--- src/rtl/uart_tx_fifo.sv ---
// rtl/uart_tx_fifo.sv - byte FIFO that feeds uart_tx one frame at a time
module uart_tx_fifo #(
    parameter int DEPTH_LOG2 = 4
) (
    input  logic                  i_clk,
    input  logic                  i_rst,
    input  logic                  i_wr_en,
    input  logic [7:0]            i_wr_byte,
    output logic                  o_full,
    output logic                  o_empty,
    output logic [DEPTH_LOG2:0]   o_count,
    output logic                  o_overflow,
    output logic                  o_tx_byte_rdy,
    output logic [7:0]            o_tx_byte,
    input  logic                  i_tx_done,
    output logic                  o_busy
);

    localparam int DEPTH = 1 << DEPTH_LOG2;
    localparam logic [DEPTH_LOG2:0]   FULL_COUNT = (DEPTH_LOG2 + 1)'(DEPTH);
    localparam logic [DEPTH_LOG2:0]   CNT_ONE    = (DEPTH_LOG2 + 1)'(1);
    localparam logic [DEPTH_LOG2-1:0] PTR_ONE    = DEPTH_LOG2'(1);

    typedef enum logic [1:0] {
        ST_IDLE,
        ST_ISSUE,
        ST_WAIT_DONE
    } state_t;

    state_t                state_q, state_d;
    logic [7:0]            mem_q [DEPTH];
    logic [DEPTH_LOG2-1:0] wr_ptr_q, wr_ptr_d;
    logic [DEPTH_LOG2-1:0] rd_ptr_q, rd_ptr_d;
    logic [DEPTH_LOG2:0]   count_q, count_d;
    logic                  full_q, full_d;
    logic                  empty_q, empty_d;
    logic                  overflow_q, overflow_d;
    logic                  busy_q, busy_d;
    logic                  tx_byte_rdy_q, tx_byte_rdy_d;
    logic [7:0]            tx_byte_q, tx_byte_d;
    logic                  push;
    logic                  pop;

    always_comb begin
        // Acceptance uses the registered full flag, so a same-cycle pop never rescues a push.
        push          = i_wr_en && !full_q;
        pop           = (state_q == ST_IDLE) && (count_q != '0);
        state_d       = state_q;
        tx_byte_rdy_d = 1'b0;
        tx_byte_d     = tx_byte_q;

        case (state_q)
            ST_IDLE: begin
                if (pop) begin
                    state_d       = ST_ISSUE;
                    tx_byte_rdy_d = 1'b1;
                    tx_byte_d     = mem_q[rd_ptr_q];
                end
            end
            ST_ISSUE: begin
                state_d = ST_WAIT_DONE;
            end
            ST_WAIT_DONE: begin
                if (i_tx_done) begin
                    state_d = ST_IDLE;
                end
            end
            default: begin
                state_d = ST_IDLE;
            end
        endcase

        wr_ptr_d = push ? (wr_ptr_q + PTR_ONE) : wr_ptr_q;
        rd_ptr_d = pop  ? (rd_ptr_q + PTR_ONE) : rd_ptr_q;

        case ({push, pop})
            2'b10:   count_d = count_q + CNT_ONE;
            2'b01:   count_d = count_q - CNT_ONE;
            default: count_d = count_q;
        endcase

        full_d     = (count_d == FULL_COUNT);
        empty_d    = (count_d == '0);
        overflow_d = i_wr_en && full_q;
        busy_d     = (state_q != ST_IDLE) || (count_q != '0);
    end

    always_ff @(posedge i_clk) begin
        if (i_rst) begin
            state_q       <= ST_IDLE;
            wr_ptr_q      <= '0;
            rd_ptr_q      <= '0;
            count_q       <= '0;
            full_q        <= 1'b0;
            empty_q       <= 1'b1;
            overflow_q    <= 1'b0;
            busy_q        <= 1'b0;
            tx_byte_rdy_q <= 1'b0;
            tx_byte_q     <= 8'h00;
        end else begin
            state_q       <= state_d;
            wr_ptr_q      <= wr_ptr_d;
            rd_ptr_q      <= rd_ptr_d;
            count_q       <= count_d;
            full_q        <= full_d;
            empty_q       <= empty_d;
            overflow_q    <= overflow_d;
            busy_q        <= busy_d;
            tx_byte_rdy_q <= tx_byte_rdy_d;
            tx_byte_q     <= tx_byte_d;
        end
    end

    // Storage is deliberately left uninitialised on reset.
    always_ff @(posedge i_clk) begin
        if (!i_rst && push) begin
            mem_q[wr_ptr_q] <= i_wr_byte;
        end
    end

    assign o_full        = full_q;
    assign o_empty       = empty_q;
    assign o_count       = count_q;
    assign o_overflow    = overflow_q;
    assign o_tx_byte_rdy = tx_byte_rdy_q;
    assign o_tx_byte     = tx_byte_q;
    assign o_busy        = busy_q;

endmodule

--- config.mk ---
export PLATFORM = sky130hd
export DESIGN_NAME = uart_tx_fifo
export DESIGN_NICKNAME = d
export VERILOG_FILES = /design/src/rtl/uart_tx_fifo.sv
export SDC_FILE = /design/constraint.sdc
export NUM_CORES = 1
export LEC_CHECK = 0
export ABC_CLOCK_PERIOD_IN_PS = 5000
export CAP_MARGIN = 15
export CORE_MARGIN = 2
export CORE_UTILIZATION = 42
export DETAILED_ROUTE_END_ITERATION = 16
export RECOVER_POWER = 50
export SYNTH_ARGS = -nofsm -noshare
export SYNTH_HDL_FRONTEND = slang
export SYNTH_SLANG_ARGS = --single-unit
--- constraint.sdc ---
create_clock -name i_clk -period 5 [get_ports i_clk]
set_clock_uncertainty 0.15 [all_clocks]
set_input_delay 0.5 -clock i_clk [delete_from_list [all_inputs] [get_ports i_clk]]
set_output_delay 0.5 -clock i_clk [all_outputs]
set_load 0.02 [all_outputs]
==> flow_results.xml, run 1 <==
<?xml version="1.0" encoding="UTF-8"?>
<metrics>
  <group name="outcome">
    <metric name="status" unit="">completed</metric>
  </group>
  <group name="clock_network">
    <metric name="library_cell_used_as_clock_root_buffer" unit="">clkbuf_16</metric>
    <metric name="clock-sinks" unit="">156</metric>
    <metric name="postCtsHoldBufs" unit="">0</metric>
    <metric name="count_of_cells_resized_by_post_cts_repair" unit="">0</metric>
    <metric name="cts.repair_timing.setup_buffer_count" unit="">0</metric>
    <metric name="cts_tree" unit="">yes</metric>
    <metric name="clock_latency_reported_for_the_late_side_of_the_worst_skew_pair" unit="ns">0.42</metric>
    <metric name="clkTransAtPathRegs" unit="ns">0.06</metric>
    <metric name="cts_max_level" unit="">4</metric>
    <metric name="numCtsBuffers" unit="">17</metric>
    <metric name="cts_buffer_depth" unit="">2</metric>
  </group>
  <group name="placed_design">
    <metric name="finalWeightedCongestion" unit="">0.775</metric>
    <metric name="place_hpwl" unit="µm">8020</metric>
    <metric name="port-buffer-count" unit="">29</metric>
    <metric name="place_area" unit="µm²">6660</metric>
    <metric name="numPlacedInstances" unit="">551</metric>
  </group>
  <group name="sta">
    <metric name="final.period_utilization" unit="%">73.0</metric>
    <metric name="finalSetupTns" unit="ns">0</metric>
    <metric name="rsz0062_at_grt" unit="">no</metric>
    <metric name="slew_viol_final" unit="">0</metric>
    <metric name="report.final.hold_viol_count" unit="">0</metric>
    <metric name="slew_headroom" unit="%">19.1</metric>
    <metric name="finalWorstPathRequiredPeriod" unit="ns">3.65</metric>
    <metric name="tightestPinTransition" unit="ns">1.21</metric>
    <metric name="finalSetupViolCount" unit="">0</metric>
    <metric name="max_fclk" unit="MHz">274</metric>
  </group>
  <group name="cells_and_area">
    <metric name="layoutNonFillerInstCount" unit="">585</metric>
    <metric name="fin_nets" unit="">407</metric>
    <metric name="antenna_cells" unit="">0</metric>
    <metric name="num-fill-cells" unit="">1193</metric>
    <metric name="syn2layout_area_growth" unit="%">17.1</metric>
    <metric name="layout-drive-gt1-share" unit="%">19.0</metric>
    <metric name="ff_latch_area" unit="µm²">4410</metric>
    <metric name="design_area" unit="µm²">7250</metric>
    <metric name="area_occupied_by_multi_input_gates" unit="µm²">1660</metric>
  </group>
  <group name="global_route">
    <metric name="number_of_antenna_violations_at_the_first_check_in_global_routing" unit="">0</metric>
    <metric name="grt_max_degree" unit="">36</metric>
    <metric name="grt_pass1_wl" unit="µm">18800</metric>
    <metric name="grt_usage" unit="%">16.6</metric>
    <metric name="grt_pass1_vias" unit="">3183</metric>
    <metric name="gr-total-overflow" unit="">0</metric>
  </group>
  <group name="logic_synthesis">
    <metric name="number_of_distinct_library_cells_after_synthesis" unit="">39</metric>
    <metric name="syn_inst" unit="">354</metric>
    <metric name="synth-main-ff-cell" unit="">edfxtp_1</metric>
    <metric name="netlist_area" unit="µm²">6190</metric>
    <metric name="synth_async_sr_flop_share" unit="%">0</metric>
    <metric name="ys.warnings.count" unit="">0</metric>
    <metric name="synth_sequential_area_ratio" unit="%">71.1</metric>
    <metric name="postSynthRegisterBits" unit="">156</metric>
    <metric name="syn_avg_cell_area" unit="µm²">17.5</metric>
    <metric name="synth_fp_nets" unit="">373</metric>
    <metric name="synth_enable_flop_cells" unit="">128</metric>
  </group>
  <group name="pwr">
    <metric name="irDropWorstVdd" unit="mV">0.263</metric>
    <metric name="total_power" unit="µW">3920</metric>
    <metric name="power.density_cell_area" unit="nW/µm²">540</metric>
    <metric name="cellLeakagePower" unit="µW">0.00235</metric>
  </group>
  <group name="min_path">
    <metric name="timing.hold.worst.class" unit="">flip-flop to flip-flop</metric>
    <metric name="hold-path-cell-count" unit="">2</metric>
    <metric name="min-delay-start" unit="">o_tx_byte[4]</metric>
    <metric name="hold-path-endpoint" unit="">o_tx_byte[4]</metric>
  </group>
  <group name="drt">
    <metric name="detail_route.wl_per_cell" unit="µm">20.7</metric>
    <metric name="drt_pass1_iterations" unit="">4</metric>
    <metric name="antenna_violating_nets_post_route" unit="">0</metric>
    <metric name="drc" unit="">0</metric>
    <metric name="drt-vias-per-instance" unit="">5.40</metric>
    <metric name="wirelength" unit="µm">12100</metric>
    <metric name="via_count" unit="">3157</metric>
    <metric name="dr.first_iter.drc_count" unit="">241</metric>
  </group>
  <group name="job">
    <metric name="maxCapViolations" unit="">0</metric>
  </group>
  <group name="floorplan">
    <metric name="design.die.area" unit="µm²">15700</metric>
    <metric name="floorplan.io_pins" unit="">30</metric>
    <metric name="die_width" unit="µm">125</metric>
    <metric name="die_height" unit="µm">125</metric>
    <metric name="floorplan.rows" unit="">44</metric>
    <metric name="floorplan.core_area" unit="µm²">14500</metric>
    <metric name="initial_core_util" unit="%">42.8</metric>
  </group>
  <group name="critical_path">
    <metric name="worst_setup_sp_type" unit="">flip-flop</metric>
    <metric name="criticalPathCategory" unit="">flip-flop to flip-flop</metric>
    <metric name="crit_path_max_fanout" unit="">13</metric>
    <metric name="cp.required" unit="ns">5.18</metric>
    <metric name="critical_path.endpoint_type" unit="">flip-flop</metric>
    <metric name="reg2reg_to" unit="">o_empty</metric>
    <metric name="reg2regPathDepth" unit="">10</metric>
    <metric name="regToRegSetupSlack" unit="ns">1.35</metric>
    <metric name="worst-endpoint-arrival" unit="ns">3.83</metric>
    <metric name="critical_path.reg2reg.startpoint" unit="">o_count[2]</metric>
  </group>
</metrics>
[synthesized netlist by cell type, types with 3 or more instances]
library cell / number / area (µm²)
edfxtp_1: 128 / 3840
mux4_2: 40 / 901
nor2_1: 32 / 120
nand2_1: 30 / 113
dfxtp_1: 28 / 561
a21oi_1: 13 / 65.1
clkbuf_1: 10 / 37.5
inv_1: 8 / 30.0
xor2_1: 8 / 70.1
buf_2: 7 / 35.0
ha_1: 7 / 87.6
nor3_1: 5 / 25.0
nand2b_1: 4 / 25.0
buf_1: 3 / 11.3
mux2i_1: 3 / 30.0
nand4_1: 3 / 18.8
xnor2_1: 3 / 26.3
[stage by stage]
step / setup WS, ns / util, % / hold slack, ns
detailed placement: 1.51 / 46.0 / 0.296
finish: 1.35 / 50.1 / 0.299
global route: 1.00 / 50.1 / 0.323
CTS: 1.73 / 50.0 / 0.305
floorplan: 1.76 / - / 0.332
global placement: 1.47 / 45.9 / 0.294
[cells by family after synthesis]
| group | Yosys count | share of synthesized area, % |
|---|---|---|
| and+or+nand+nor | 83 | 5.90 |
| buffers and inverters | 29 | 2.02 |
| muxes | 43 | 15.0 |
| DFF | 156 | 71.1 |
| xor gates and xnor gates | 12 | 1.82 |
| adders and majority gates | 7 | 1.41 |
| AOI/OAI and AO/OA | 24 | 2.67 |
[critical path, cell delays in order, from the launching register on]
cell and delay [ns]:
dfxtp_1 0.43, or4_4 0.60, o21ai_0 0.18, clkbuf_1 0.46
inv_1 0.33, ha_1 0.50, a221oi_1 0.27, mux2i_1 0.13
xor2_1 0.22, inv_1 0.06, o31ai_1 0.23
[registers in the layout, indices dropped and copies added (netlist names)]
signal         cells
mem_q            128
o_busy             1
o_count            5
o_empty            1
o_full             1
o_overflow         1
o_tx_byte          8
o_tx_byte_rdy      1
rd_ptr_q           4
state_q            2
wr_ptr_q           4
[how the worst max path moves through the flow]
stage | slack [ns] | cells past startpoint | end | from
after global routing | 1.00 | 10 | o_empty | o_count[2]
after CTS | 1.73 | 10 | o_empty | o_count[2]
after floorplan | 1.76 | 12 | o_empty | o_count[3]
after global placement | 1.47 | 6 | mem_q[3][7] | i_wr_en
final | 1.35 | 10 | o_empty | o_count[2]
after detailed placement | 1.51 | 6 | mem_q[1][5] | i_wr_en
[cells in the final DEF (no fill, tap or decap), types with 7 or more instances in the layout]
master,instances
a21oi_1,13
clkbuf_16,17
clkdlybuf4s50_1,7
dfxtp_1,27
dlygate4sd3_1,22
edfxtp_1,128
ha_1,7
inv_1,8
mux4_2,40
nand2_1,30
nor2_1,32
xor2_1,8
[power breakdown]
part           internal, µW  switching [µW]  leakage, µW
registers              1500             112      0.00138
clock network           780             486     0.000277
logic                   485             553     0.000692
total                  2760            1150      0.00235
[routing by layer]
layer  up-vias  track usage [%]  wire, µm
met3        11             3.94       556
met2        84             25.4      5820
met1      1619             23.1      5580
li1       1443                -         -
met4         0             6.80       131
met5         -                0         0
[layout make-up]
type / count / area share, %
sequential: 156 / 60.8
multi-input combinational: 169 / 22.9
clock buffer: 20 / 6.03
timing repair buffer: 36 / 4.63
tap: 184 / 3.18
clock inverter: 12 / 2.04
inverter: 8 / 0.414
Note: power is estimated with default switching activity, not from simulation.
==> run 2: changes to the inputs <==
ABC_CLOCK_PERIOD_IN_PS = 3300   (was 5000)
clock period = 3.3 ns   (was 5 ns; I/O delays follow)
==> flow_results.xml, run 2 (synthesis results as in run 1) <==
<?xml version="1.0" encoding="UTF-8"?>
<metrics>
  <group name="outcome">
    <metric name="status" unit="">completed</metric>
  </group>
  <group name="drt">
    <metric name="dr.first_iter.drc_count" unit="">296</metric>
    <metric name="drc" unit="">0</metric>
    <metric name="via_count" unit="">3273</metric>
    <metric name="antenna_violating_nets_post_route" unit="">0</metric>
    <metric name="drt_pass1_iterations" unit="">4</metric>
    <metric name="detail_route.wl_per_cell" unit="µm">20.3</metric>
    <metric name="wirelength" unit="µm">12400</metric>
    <metric name="drt-vias-per-instance" unit="">5.37</metric>
  </group>
  <group name="sta">
    <metric name="slew_viol_final" unit="">0</metric>
    <metric name="tightestPinTransition" unit="ns">1.16</metric>
    <metric name="final.period_utilization" unit="%">89.6</metric>
    <metric name="rsz0062_at_grt" unit="">no</metric>
    <metric name="finalWorstPathRequiredPeriod" unit="ns">2.96</metric>
    <metric name="max_fclk" unit="MHz">338</metric>
    <metric name="finalSetupTns" unit="ns">0</metric>
    <metric name="report.final.hold_viol_count" unit="">0</metric>
    <metric name="finalSetupViolCount" unit="">0</metric>
    <metric name="final.setup.worst_slack" unit="ns">0.345</metric>
    <metric name="slew_headroom" unit="%">22.4</metric>
  </group>
  <group name="placed_design">
    <metric name="place_area" unit="µm²">6890</metric>
    <metric name="place_hpwl" unit="µm">8170</metric>
    <metric name="port-buffer-count" unit="">29</metric>
    <metric name="pre_cts_ws" unit="ns">0.285</metric>
    <metric name="finalWeightedCongestion" unit="">0.777</metric>
  </group>
  <group name="pwr">
    <metric name="power.density_cell_area" unit="nW/µm²">801</metric>
    <metric name="irDropWorstVdd" unit="mV">0.630</metric>
    <metric name="power.internal" unit="µW">4230</metric>
    <metric name="power_share_of_the_clock_group" unit="%">31.4</metric>
    <metric name="switching_share" unit="%">29.0</metric>
    <metric name="power.sequential.fraction" unit="%">40.5</metric>
    <metric name="cellLeakagePower" unit="µW">0.00249</metric>
    <metric name="p_comb_share" unit="%">28.1</metric>
    <metric name="p_switching" unit="µW">1730</metric>
  </group>
  <group name="global_route">
    <metric name="grt_pass1_wl" unit="µm">19300</metric>
    <metric name="grt_max_degree" unit="">28</metric>
    <metric name="grt_pass1_vias" unit="">3363</metric>
    <metric name="grt_usage" unit="%">17.0</metric>
    <metric name="number_of_antenna_violations_at_the_first_check_in_global_routing" unit="">0</metric>
    <metric name="gr-total-overflow" unit="">0</metric>
  </group>
  <group name="critical_path">
    <metric name="cp.required" unit="ns">3.48</metric>
    <metric name="crit_path_cell_trace" unit="">or4_4 -&gt; o21ai_0 -&gt; inv_1 -&gt; ha_2 -&gt; a221oi_1 -&gt; mux2i_1 -&gt; xor2_1 -&gt; inv_1 -&gt; o31ai_1</metric>
    <metric name="critPathMaxStageDelay" unit="ns">0.55</metric>
    <metric name="critical_path.endpoint_type" unit="">flip-flop</metric>
    <metric name="slowest_cp_cell" unit="">or4_4</metric>
    <metric name="reg2regPathDepth" unit="">9</metric>
    <metric name="criticalPathCategory" unit="">flip-flop to flip-flop</metric>
    <metric name="critPathMostFrequentCell" unit="">inv_1</metric>
    <metric name="worst_setup_sp_type" unit="">flip-flop</metric>
    <metric name="worst-endpoint-arrival" unit="ns">3.13</metric>
    <metric name="crit_path_max_fanout" unit="">12</metric>
  </group>
  <group name="floorplan">
    <metric name="floorplan.rows" unit="">44</metric>
    <metric name="initial_core_util" unit="%">42.8</metric>
    <metric name="floorplan.io_pins" unit="">30</metric>
    <metric name="floorplan.core_area" unit="µm²">14500</metric>
    <metric name="die_width" unit="µm">125</metric>
    <metric name="die_height" unit="µm">125</metric>
    <metric name="design.die.area" unit="µm²">15700</metric>
  </group>
  <group name="cells_and_area">
    <metric name="largest-register" unit="">mem_q</metric>
    <metric name="antenna_cells" unit="">0</metric>
    <metric name="top_library_cells_by_usage_in_the_layout_fill_and_taps_aside" unit="">128 x edfxtp_1, 40 x mux4_2, 32 x nor2_1</metric>
    <metric name="mostFrequentLayoutCell" unit="">edfxtp_1</metric>
    <metric name="num-fill-cells" unit="">1184</metric>
    <metric name="largest_reg_flops" unit="">128</metric>
    <metric name="syn2layout_area_growth" unit="%">20.2</metric>
    <metric name="fin_nets" unit="">434</metric>
    <metric name="layout-drive-gt1-share" unit="%">23.9</metric>
    <metric name="design_area" unit="µm²">7440</metric>
  </group>
  <group name="clock_network">
    <metric name="numCtsBuffers" unit="">17</metric>
    <metric name="clock-sinks" unit="">156</metric>
    <metric name="cts_max_level" unit="">4</metric>
    <metric name="cts_tree" unit="">yes</metric>
    <metric name="cts_buffer_depth" unit="">2</metric>
    <metric name="clkTransAtPathRegs" unit="ns">0.06</metric>
    <metric name="postCtsHoldBufs" unit="">0</metric>
    <metric name="library_cell_used_as_clock_root_buffer" unit="">clkbuf_16</metric>
    <metric name="clock_latency_reported_for_the_late_side_of_the_worst_skew_pair" unit="ns">0.42</metric>
  </group>
  <group name="job">
    <metric name="maxCapViolations" unit="">0</metric>
  </group>
  <group name="min_path">
    <metric name="hold-path-cell-count" unit="">2</metric>
    <metric name="timing.hold.worst.class" unit="">flip-flop to flip-flop</metric>
  </group>
</metrics>
[run 2: cell types whose count changed in the layout (fill, tap and decap cells not counted), sizes merged]
cell / change
clkinvlp: -1
buf: +29
clkbuf: -3
[run 2: metal layers]
metal | GRT usage [%] | part of all wire, % | up-vias
met2 | 27.2 | 48 | 91
met3 | 5.09 | 5.7 | 14
li1 | - | - | 1486
met1 | 22.2 | 45 | 1682
met4 | 5.88 | 1.4 | 0
met5 | 0 | 0 | -
[run 2: what timing repair did]
item	CTS	global route
setup endpoints to repair	0	1
resized for setup	0	1
buffers inserted	0	0
[run 2: area by class of cell]
cell class | instances | area (µm²) | share of cell area, %
flip-flops and latches | 156 | 4410 | 59.2
multi-input cells | 169 | 1660 | 22.4
repair buffers | 63 | 551 | 7.40
clock buffers | 19 | 433 | 5.82
well taps | 184 | 230 | 3.09
clock inverters | 11 | 128 | 1.72
inverters | 8 | 30.0 | 0.404
[run 2: worst paths after layout]
path                startpoint            to  slack [ns]
setup / recovery    o_count[1]       o_empty        0.34
hold / removal    o_tx_byte[7]  o_tx_byte[7]        0.31
hold reg to reg   o_tx_byte[7]  o_tx_byte[7]        0.31
setup reg to reg    o_count[1]       o_empty        0.34
[run 2: metrics by stage]
step                      total power, µW  hold WS (ns)  util, %  instances
after CTS                            6050         0.313     51.4        610
final                                5960         0.310     51.4        610
after detailed placement             4170         0.307     47.6        580
after global placement               4150         0.296     47.6        580
after global routing                 6250         0.337     51.4        610
after floorplan                      3620         0.279        -        354
[run 2: worst max-delay path, delay by kind of cell (launching register included)]
kind / cells / cell delay [ns]
AO/OA/AOI/OAI: 3 / 0.74
AND/OR/NAND/NOR: 1 / 0.55
flip-flops: 1 / 0.41
adder cells (fa/ha/maj): 1 / 0.39
buffers and inverters: 2 / 0.28
XOR/XNOR: 1 / 0.21
multiplexers: 1 / 0.13
[run 2: power by group through the flow]
stage	logic, µW	registers (µW)	clock network, µW
global placement	1690	2450	0
global route	1820	2440	1990
CTS	1720	2420	1910
detailed placement	1710	2460	0
floorplan	1120	2490	0
finish	1680	2410	1870
